==> src/rtl/vga_plot_arbiter.sv <==
// Framebuffer write-port sequencer: full-screen clear from the background RAM,
// then round-robin sharing of the plot port between two drawing clients.
module vga_plot_arbiter #(
  parameter int XMAX = 159,
  parameter int YMAX = 119,
  parameter int CW   = 12
) (
  input  logic          clk,
  input  logic          resetn,
  input  logic          clear_start,
  output logic          clear_busy,
  output logic [14:0]   bg_address,
  input  logic          bg_q,
  input  logic          a_req,
  input  logic [7:0]    a_x,
  input  logic [7:0]    a_y,
  input  logic [CW-1:0] a_color,
  input  logic          b_req,
  input  logic [7:0]    b_x,
  input  logic [7:0]    b_y,
  input  logic [CW-1:0] b_color,
  output logic          a_ack,
  output logic          b_ack,
  output logic [7:0]    vga_x,
  output logic [7:0]    vga_y,
  output logic [CW-1:0] vga_color,
  output logic          vga_plot
);

  localparam int          NPIX   = (XMAX + 1) * (YMAX + 1);
  localparam logic [14:0] LAST_N = 15'(NPIX - 1);
  localparam logic [7:0]  XLAST  = 8'(XMAX);
  localparam logic [7:0]  YLAST  = 8'(YMAX);

  typedef enum logic [1:0] {
    S_CLEAR,
    S_DRAIN,
    S_SERVE
  } state_t;

  state_t        r_state;
  state_t        w_state_nxt;

  logic [14:0]   r_n;
  logic [7:0]    r_col;
  logic [7:0]    r_row;
  logic          r_ptr;       // 0 = client A preferred, 1 = client B preferred

  logic          r_plot;
  logic          r_clr_out;   // current vga_* beat belongs to the clear stream
  logic [7:0]    r_x;
  logic [7:0]    r_y;
  logic [CW-1:0] r_color;

  logic          w_grant_a;
  logic          w_grant_b;
  logic          w_grant;
  logic [7:0]    w_sel_x;
  logic [7:0]    w_sel_y;
  logic [CW-1:0] w_sel_color;
  logic          w_in_range;
  logic          w_last_n;

  assign w_last_n = (r_n == LAST_N);

  always_comb begin
    w_state_nxt = r_state;
    w_grant_a   = 1'b0;
    w_grant_b   = 1'b0;
    unique case (r_state)
      S_CLEAR: begin
        if (w_last_n) w_state_nxt = S_DRAIN;
      end
      S_DRAIN: begin
        w_state_nxt = S_SERVE;
      end
      S_SERVE: begin
        // A clear request takes the port before any client this cycle
        if (clear_start) begin
          w_state_nxt = S_CLEAR;
        end else if (a_req && (!b_req || !r_ptr)) begin
          w_grant_a = 1'b1;
        end else if (b_req) begin
          w_grant_b = 1'b1;
        end
      end
      default: begin
        w_state_nxt = S_CLEAR;
      end
    endcase
  end

  assign w_grant     = w_grant_a | w_grant_b;
  assign w_sel_x     = w_grant_b ? b_x     : a_x;
  assign w_sel_y     = w_grant_b ? b_y     : a_y;
  assign w_sel_color = w_grant_b ? b_color : a_color;
  assign w_in_range  = (w_sel_x <= XLAST) && (w_sel_y <= YLAST);

  // Stage boundary: address/grant cycle -> registered write-port cycle
  always_ff @(posedge clk) begin
    if (!resetn) begin
      r_state   <= S_CLEAR;
      r_n       <= '0;
      r_col     <= '0;
      r_row     <= '0;
      r_ptr     <= 1'b0;
      r_plot    <= 1'b0;
      r_clr_out <= 1'b0;
      r_x       <= '0;
      r_y       <= '0;
      r_color   <= '0;
    end else begin
      r_state   <= w_state_nxt;
      r_plot    <= 1'b0;
      r_clr_out <= 1'b0;
      unique case (r_state)
        S_CLEAR: begin
          // Column/row of address n land on vga_* together with bg_q for n
          r_x       <= r_col;
          r_y       <= r_row;
          r_plot    <= 1'b1;
          r_clr_out <= 1'b1;
          if (w_last_n) begin
            r_n   <= '0;
            r_col <= '0;
            r_row <= '0;
          end else begin
            r_n <= r_n + 15'd1;
            if (r_col == XLAST) begin
              r_col <= '0;
              r_row <= r_row + 8'd1;
            end else begin
              r_col <= r_col + 8'd1;
            end
          end
        end
        S_SERVE: begin
          if (w_grant) begin
            r_x     <= w_sel_x;
            r_y     <= w_sel_y;
            r_color <= w_sel_color;
            r_plot  <= w_in_range;
            r_ptr   <= w_grant_a;
          end
        end
        default: begin
        end
      endcase
    end
  end

  assign clear_busy = (r_state != S_SERVE);
  assign bg_address = r_n;
  assign a_ack      = w_grant_a;
  assign b_ack      = w_grant_b;
  assign vga_x      = r_x;
  assign vga_y      = r_y;
  // bg_q is already one cycle behind its address, so it is used as-is
  assign vga_color  = r_clr_out ? {CW{bg_q}} : r_color;
  assign vga_plot   = r_plot;

endmodule

==> config.mk <==
export PLATFORM = sky130hd
export DESIGN_NAME = vga_plot_arbiter
export DESIGN_NICKNAME = d
export VERILOG_FILES = /design/src/rtl/vga_plot_arbiter.sv
export SDC_FILE = /design/constraint.sdc
export NUM_CORES = 1
export LEC_CHECK = 0
export CORE_UTILIZATION = 41
export DETAILED_ROUTE_END_ITERATION = 10
export PLACE_DENSITY = 0.77
export REMOVE_ABC_BUFFERS = 1
export SLEW_MARGIN = 20
export SYNTH_ARGS = -nofsm -noshare
export SYNTH_HDL_FRONTEND = slang
export SYNTH_SLANG_ARGS = --single-unit
==> constraint.sdc <==
create_clock -name clk -period 1.9 [get_ports clk]
set_clock_uncertainty 0.15 [all_clocks]
set_input_delay 0.475 -clock clk [delete_from_list [all_inputs] [get_ports clk]]
set_output_delay 0.475 -clock clk [all_outputs]
set_load 0.03 [all_outputs]
-- Word-level counts from Yosys, hierarchy flattened
Cells that the tools add are included.
- $add $sub $neg: 3
- order comparisons: 2
- equality and inequality tests: 8
- muxes and demuxes: 26
- bitwise gates (word level): 1
- reduce and logical (&&, ||, !) cells: 12
- operators with widths (operator ; number):
    $mux 8 ; 8
    $pmux 8 s2 ; 2
    $mux 12 ; 2
    $add 8x1->8 const B ; 2
    $add 15x1->15 const B ; 1
    $eq 15x15->1 const B ; 1
    $mux 15 ; 1
    $mux 1 ; 9
    $eq 8x8->1 const B ; 1
    $le 8x7->1 const B ; 1
    $le 8x8->1 const B ; 1
    $ne 2x2->1 const B ; 4
    $reduce_and 2->1 ; 4
    $pmux 2 s3 ; 1
    $mux 2 ; 2
    $reduce_bool 2->1 ; 2
    $eq 2x1->1 const B ; 1
    $eq 2x2->1 const B ; 1
    $logic_and 1x1->1 ; 2
    $logic_not 1->1 ; 2
    $logic_not 2->1 ; 1
    $pmux 1 s2 ; 1
    $logic_or 1x1->1 ; 1
    $or 1x1->1 ; 1
- register bits after elaboration: 64
- bits of input ports: 62
- output and inout port bits: 47
- word-level logic and storage cells: 62

-- Logic depth before layout (Yosys ltp)
- word-level depth: 11
- depth in mapped cells: 7
- depth with buffers taken out: 5

-- Worst setup path before layout
No wires, ideal clock.
- path type: flip-flop to flip-flop
- start point: reg r_n[0] (netlist: bg_address[0])
- end point: reg r_col[3]
- setup time: 120 ps
- arrival: 1920 ps
- data required time: 1630 ps
- setup slack: -291 ps
- cell stages (with the launch flop): 8
- path buffers: 2
- period minus slack after synthesis: 2191 ps
- cell sequence: dfxtp_1 -> ha_1 -> or3b_1 -> buf_2 -> nor3_1 -> a31o_2 -> buf_2 -> nor3_1
- cells in the longest elaborated chain, start to end: 2
- ends and longest elaborated chain (element ; RTL line ; source):
    start: declaration ; 44 ; logic [14:0] r_n;
    start signal: assignment ; 128 ; r_n <= r_n + 15'd1;
    $eq 15x15->1 ; 64 ; assign w_last_n = (r_n == LAST_N);
    $mux 8 ; 123 ; if (w_last_n) begin
    end signal: assignment ; 133 ; r_col <= r_col + 8'd1;
    end: declaration ; 45 ; logic [7:0] r_col;
No other way between the ends.
A chain may end at the register's enable or synchronous reset.

-- Worst setup path after layout
- start point: reg r_state[0]
- end point: out a_ack
- cells in the longest elaborated chain, start to end: 2
- ends and longest elaborated chain (element ; RTL line ; source):
    start: declaration ; 41 ; state_t r_state;
    start signal: assignment ; 113 ; r_state <= w_state_nxt;
    $eq 2x2->1 ; 70 ; unique case (r_state)
    $mux 1 ; 70 ;
    end: declaration ; 22 ; output logic a_ack,
No other way between the ends.

==> flow_summary_export.csv <==
group,metric,value,unit
pwr,p_leak,2.013,nW
synthesis,ys.flop_type,"dfxtp_1",
sta,grt_setup_unrepaired,"yes",
synthesis,synth_top_cell_area_share,41.98,%
worst_setup_path,r2r_setup_slack,0.03,ns
placement,portBuffers,108,
die,core_area,7214,um^2
worst_hold_path,hp-start,"r_color[3]",
drt,ant_nets,0,
synthesis,yosysSeqAreaShare,41.98,%
worst_hold_path,hold_end,"r_color[3]",
drt,finalWirelength,10010,um
synthesis,synth_edf_count,0,
drt,drc,0,
sta,fin_crit_sh,105.0,%
final_layout,layout.nets,563,
die,start_util,42.30,%
worst_setup_path,criticalPathCategory,"reg -> out",
grt,grt_pass1_wl,14970,um
drt,drt-pass1-iter-count,4,
run_status,status,"complete, but fails checks",
pwr,p_sw_share,24.63,%
drt,drt-wirelength-per-cell,16.63,um
sta,maxSlewViolCount,0,
pwr,internal_power,2.312,mW
clock_tree,insertion_delay,0.34,ns
sta,hold_viol,0,
drt,avgViaCountPerCell,5.495,
drt,vias,3308,
final_layout,antenna_cells,0,
clock_tree,clk_pin_slew_worst_paths,0.08,ns
worst_hold_path,worstHoldPathCells,1,
placement,pre_cts_ws,-0.6786,ns
die,dieWidth,88.28,um
die,fp-row-count,31,
final_layout,layout_common_cells,"dfxtp_1, clkdlybuf4s50_1, buf_4",
worst_setup_path,worstPathMaxFanout,5,
pwr,p_clk_share,42.3,%
sta,worstMarginPinSlew,0.4566,ns
pwr,seq_power_share,44.8,%
pwr,p_comb_share,13.0,%
synthesis,synthCells,346,
final_layout,synthToLayoutAreaGrowth,59.90,%
clock_tree,clock-sinks,64,
final_layout,drive_gt1_share,22.07,%
sta,slew_headroom,69.48,%
worst_setup_path,arrival,1.37,ns
die,ioPinCount,109,
grt,antenna_found_initial,0,
clock_tree,htree_levels,3,
clock_tree,numCtsBuffers,9,
job,cap_violations,0,
clock_tree,root_buffer,"clkbuf_8",
synthesis,synthTopCellsByArea,"dfxtp_1, mux2i_1, a22oi_1",
synthesis,synth_area_leader_cell,"dfxtp_1",
final_layout,utilization,67.64,%
synthesis,synth_cell_types,48,
pwr,power.density,628.6,nW/um^2
worst_setup_path,reg2regPathDepth,7,
sta,worst_slack,-0.09575,ns
sta,fmax,501.1,MHz
placement,hpwl,6967,um
synthesis,synth-seq-cells,64,
synthesis,yosys_warnings,0,
worst_setup_path,worstSetupStartpointType,"flip-flop",
grt,grt_start_max_net_pins,28,
placement,finalWeightedCongestion,0.8529,
pwr,power_switching,0.7556,mW
sta,setup_violations,2,
worst_hold_path,min_path_type,"reg -> reg",
die,dieArea,7792,um^2
worst_setup_path,critPathRequiredTime,1.27,ns
sta,final.min_clock_period,1.996,ns
synthesis,synth_area_per_cell,8.820,um^2
synthesis,netlist_area,3052,um^2
worst_setup_path,r2r_start,"bg_address[0]",
die,die_y,88.28,um
run_status,violations,"setup timing",
drt,drtIter0Drc,136,
grt,grt_use_total,25.10,%
pwr,p_total,3.067,mW
clock_tree,tritoncts,"yes",
sta,whs,0.3163,ns
synthesis,synth_async_sr_flop_share,0,%
pwr,irDropWorstVdd,0.0003501,V
clock_tree,cts.path.max_buffers,2,
worst_setup_path,r2r-end,"bg_address[14]",
grt,overflow,0,
worst_setup_path,cp-end-kind,"output port",
grt,grt_pass1_vias,3220,
## logic make-up (layout without fill, tap and decap cells)
family / Yosys count / in the layout / share of synthesized area [%]
buffers and inverters: 36 / 191 / 4.879
multiplexers: 17 / 17 / 5.576
flip-flops: 64 / 64 / 41.98
XOR/XNOR: 16 / 16 / 4.592
adder cells (fa/ha/maj): 3 / 3 / 1.230
AND/OR/NAND/NOR: 108 / 109 / 20.34
AO/OA/AOI/OAI: 102 / 103 / 21.40
## cell type report
cell class / count / area (um^2)
fill: 575 / 2335
multi-input combinational: 248 / 1748
timing repair buffer: 157 / 1426
sequential: 64 / 1290
clock buffer: 9 / 123.9
tap: 99 / 123.9
clock inverter: 7 / 95.09
inverter: 18 / 72.57
## sequential cells by signal, indices dropped and copies added (netlist names)
name,count
bg_address,15
r_clr_out,1
r_col,8
r_color,12
r_ptr,1
r_row,8
r_state,2
vga_plot,1
vga_x,8
vga_y,8
## cell usage after synthesis (5+ instances only)
| master | instances |
|---|---|
| nor2_1 | 18 |
| xnor2_1 | 6 |
| a22oi_1 | 16 |
| o21ai_0 | 19 |
| o2bb2ai_1 | 11 |
| a21oi_1 | 13 |
| nor3_1 | 7 |
| dfxtp_1 | 64 |
| o21ai_1 | 18 |
| o22ai_1 | 11 |
| nand4_1 | 15 |
| xor2_1 | 10 |
| and3_1 | 9 |
| clkbuf_1 | 12 |
| nand2_1 | 21 |
| buf_2 | 5 |
| mux2i_1 | 17 |
| nand3_1 | 9 |
| inv_1 | 16 |
## worst max-delay path by stage
stage / depth (start not counted) / to / slack, ns / start
6_report: 3 / a_ack / -0.1 / r_state[0]
5_1_grt: 3 / a_ack / -0.15 / r_state[0]
4_1_cts: 3 / a_ack / -0.1 / r_state[0]
3_5_place_dp: 5 / vga_x[4] / -0.68 / b_req
3_3_place_gp: 5 / vga_y[0] / -0.59 / b_req
2_1_floorplan: 5 / r_row[0] / -0.32 / bg_address[0]
## metal layers
metal  up-vias  global-route usage [%]  routed length, um
met3        24                   4.571                744
met1      1544                   28.64               4130
met4         0                   11.88                242
met2       145                   45.24               4896
met5         -                       0                  0
li1       1595                       -                  -
## worst max-delay path, stage by stage, from the launching register on
cell     delay (ns)
dfxtp_2        0.36
nor3b_4        0.30
and3_4         0.25
buf_6          0.13
## repair_timing
item	in CTS	in global routing
resized for setup	59	19
hold buffers	0	0
buffers inserted	3	5
cloned	2	0
pin swaps	5	4
endpoints found under the setup margin	93	45
## per-stage QoR
step	cell area [um^2]	TNS (ns)	instances
after floorplan	2970	-8.349	328
after CTS	4765	-0.1844	597
final	4880	-0.1706	602
after global placement	4471	-20.40	576
after global routing	4880	-0.4352	602
after detailed placement	4471	-22.36	576
## power groups by stage
stage          clock network [mW]  registers, mW  logic (mW)
6_report                     1.30           1.37       0.397
5_1_grt                      1.37           1.38       0.422
3_5_place_dp                    0           1.40       0.382
3_3_place_gp                    0           1.40       0.376
4_1_cts                      1.31           1.37       0.386
2_1_floorplan                   0           1.43       0.106
Power figures use the tool's default switching activity.
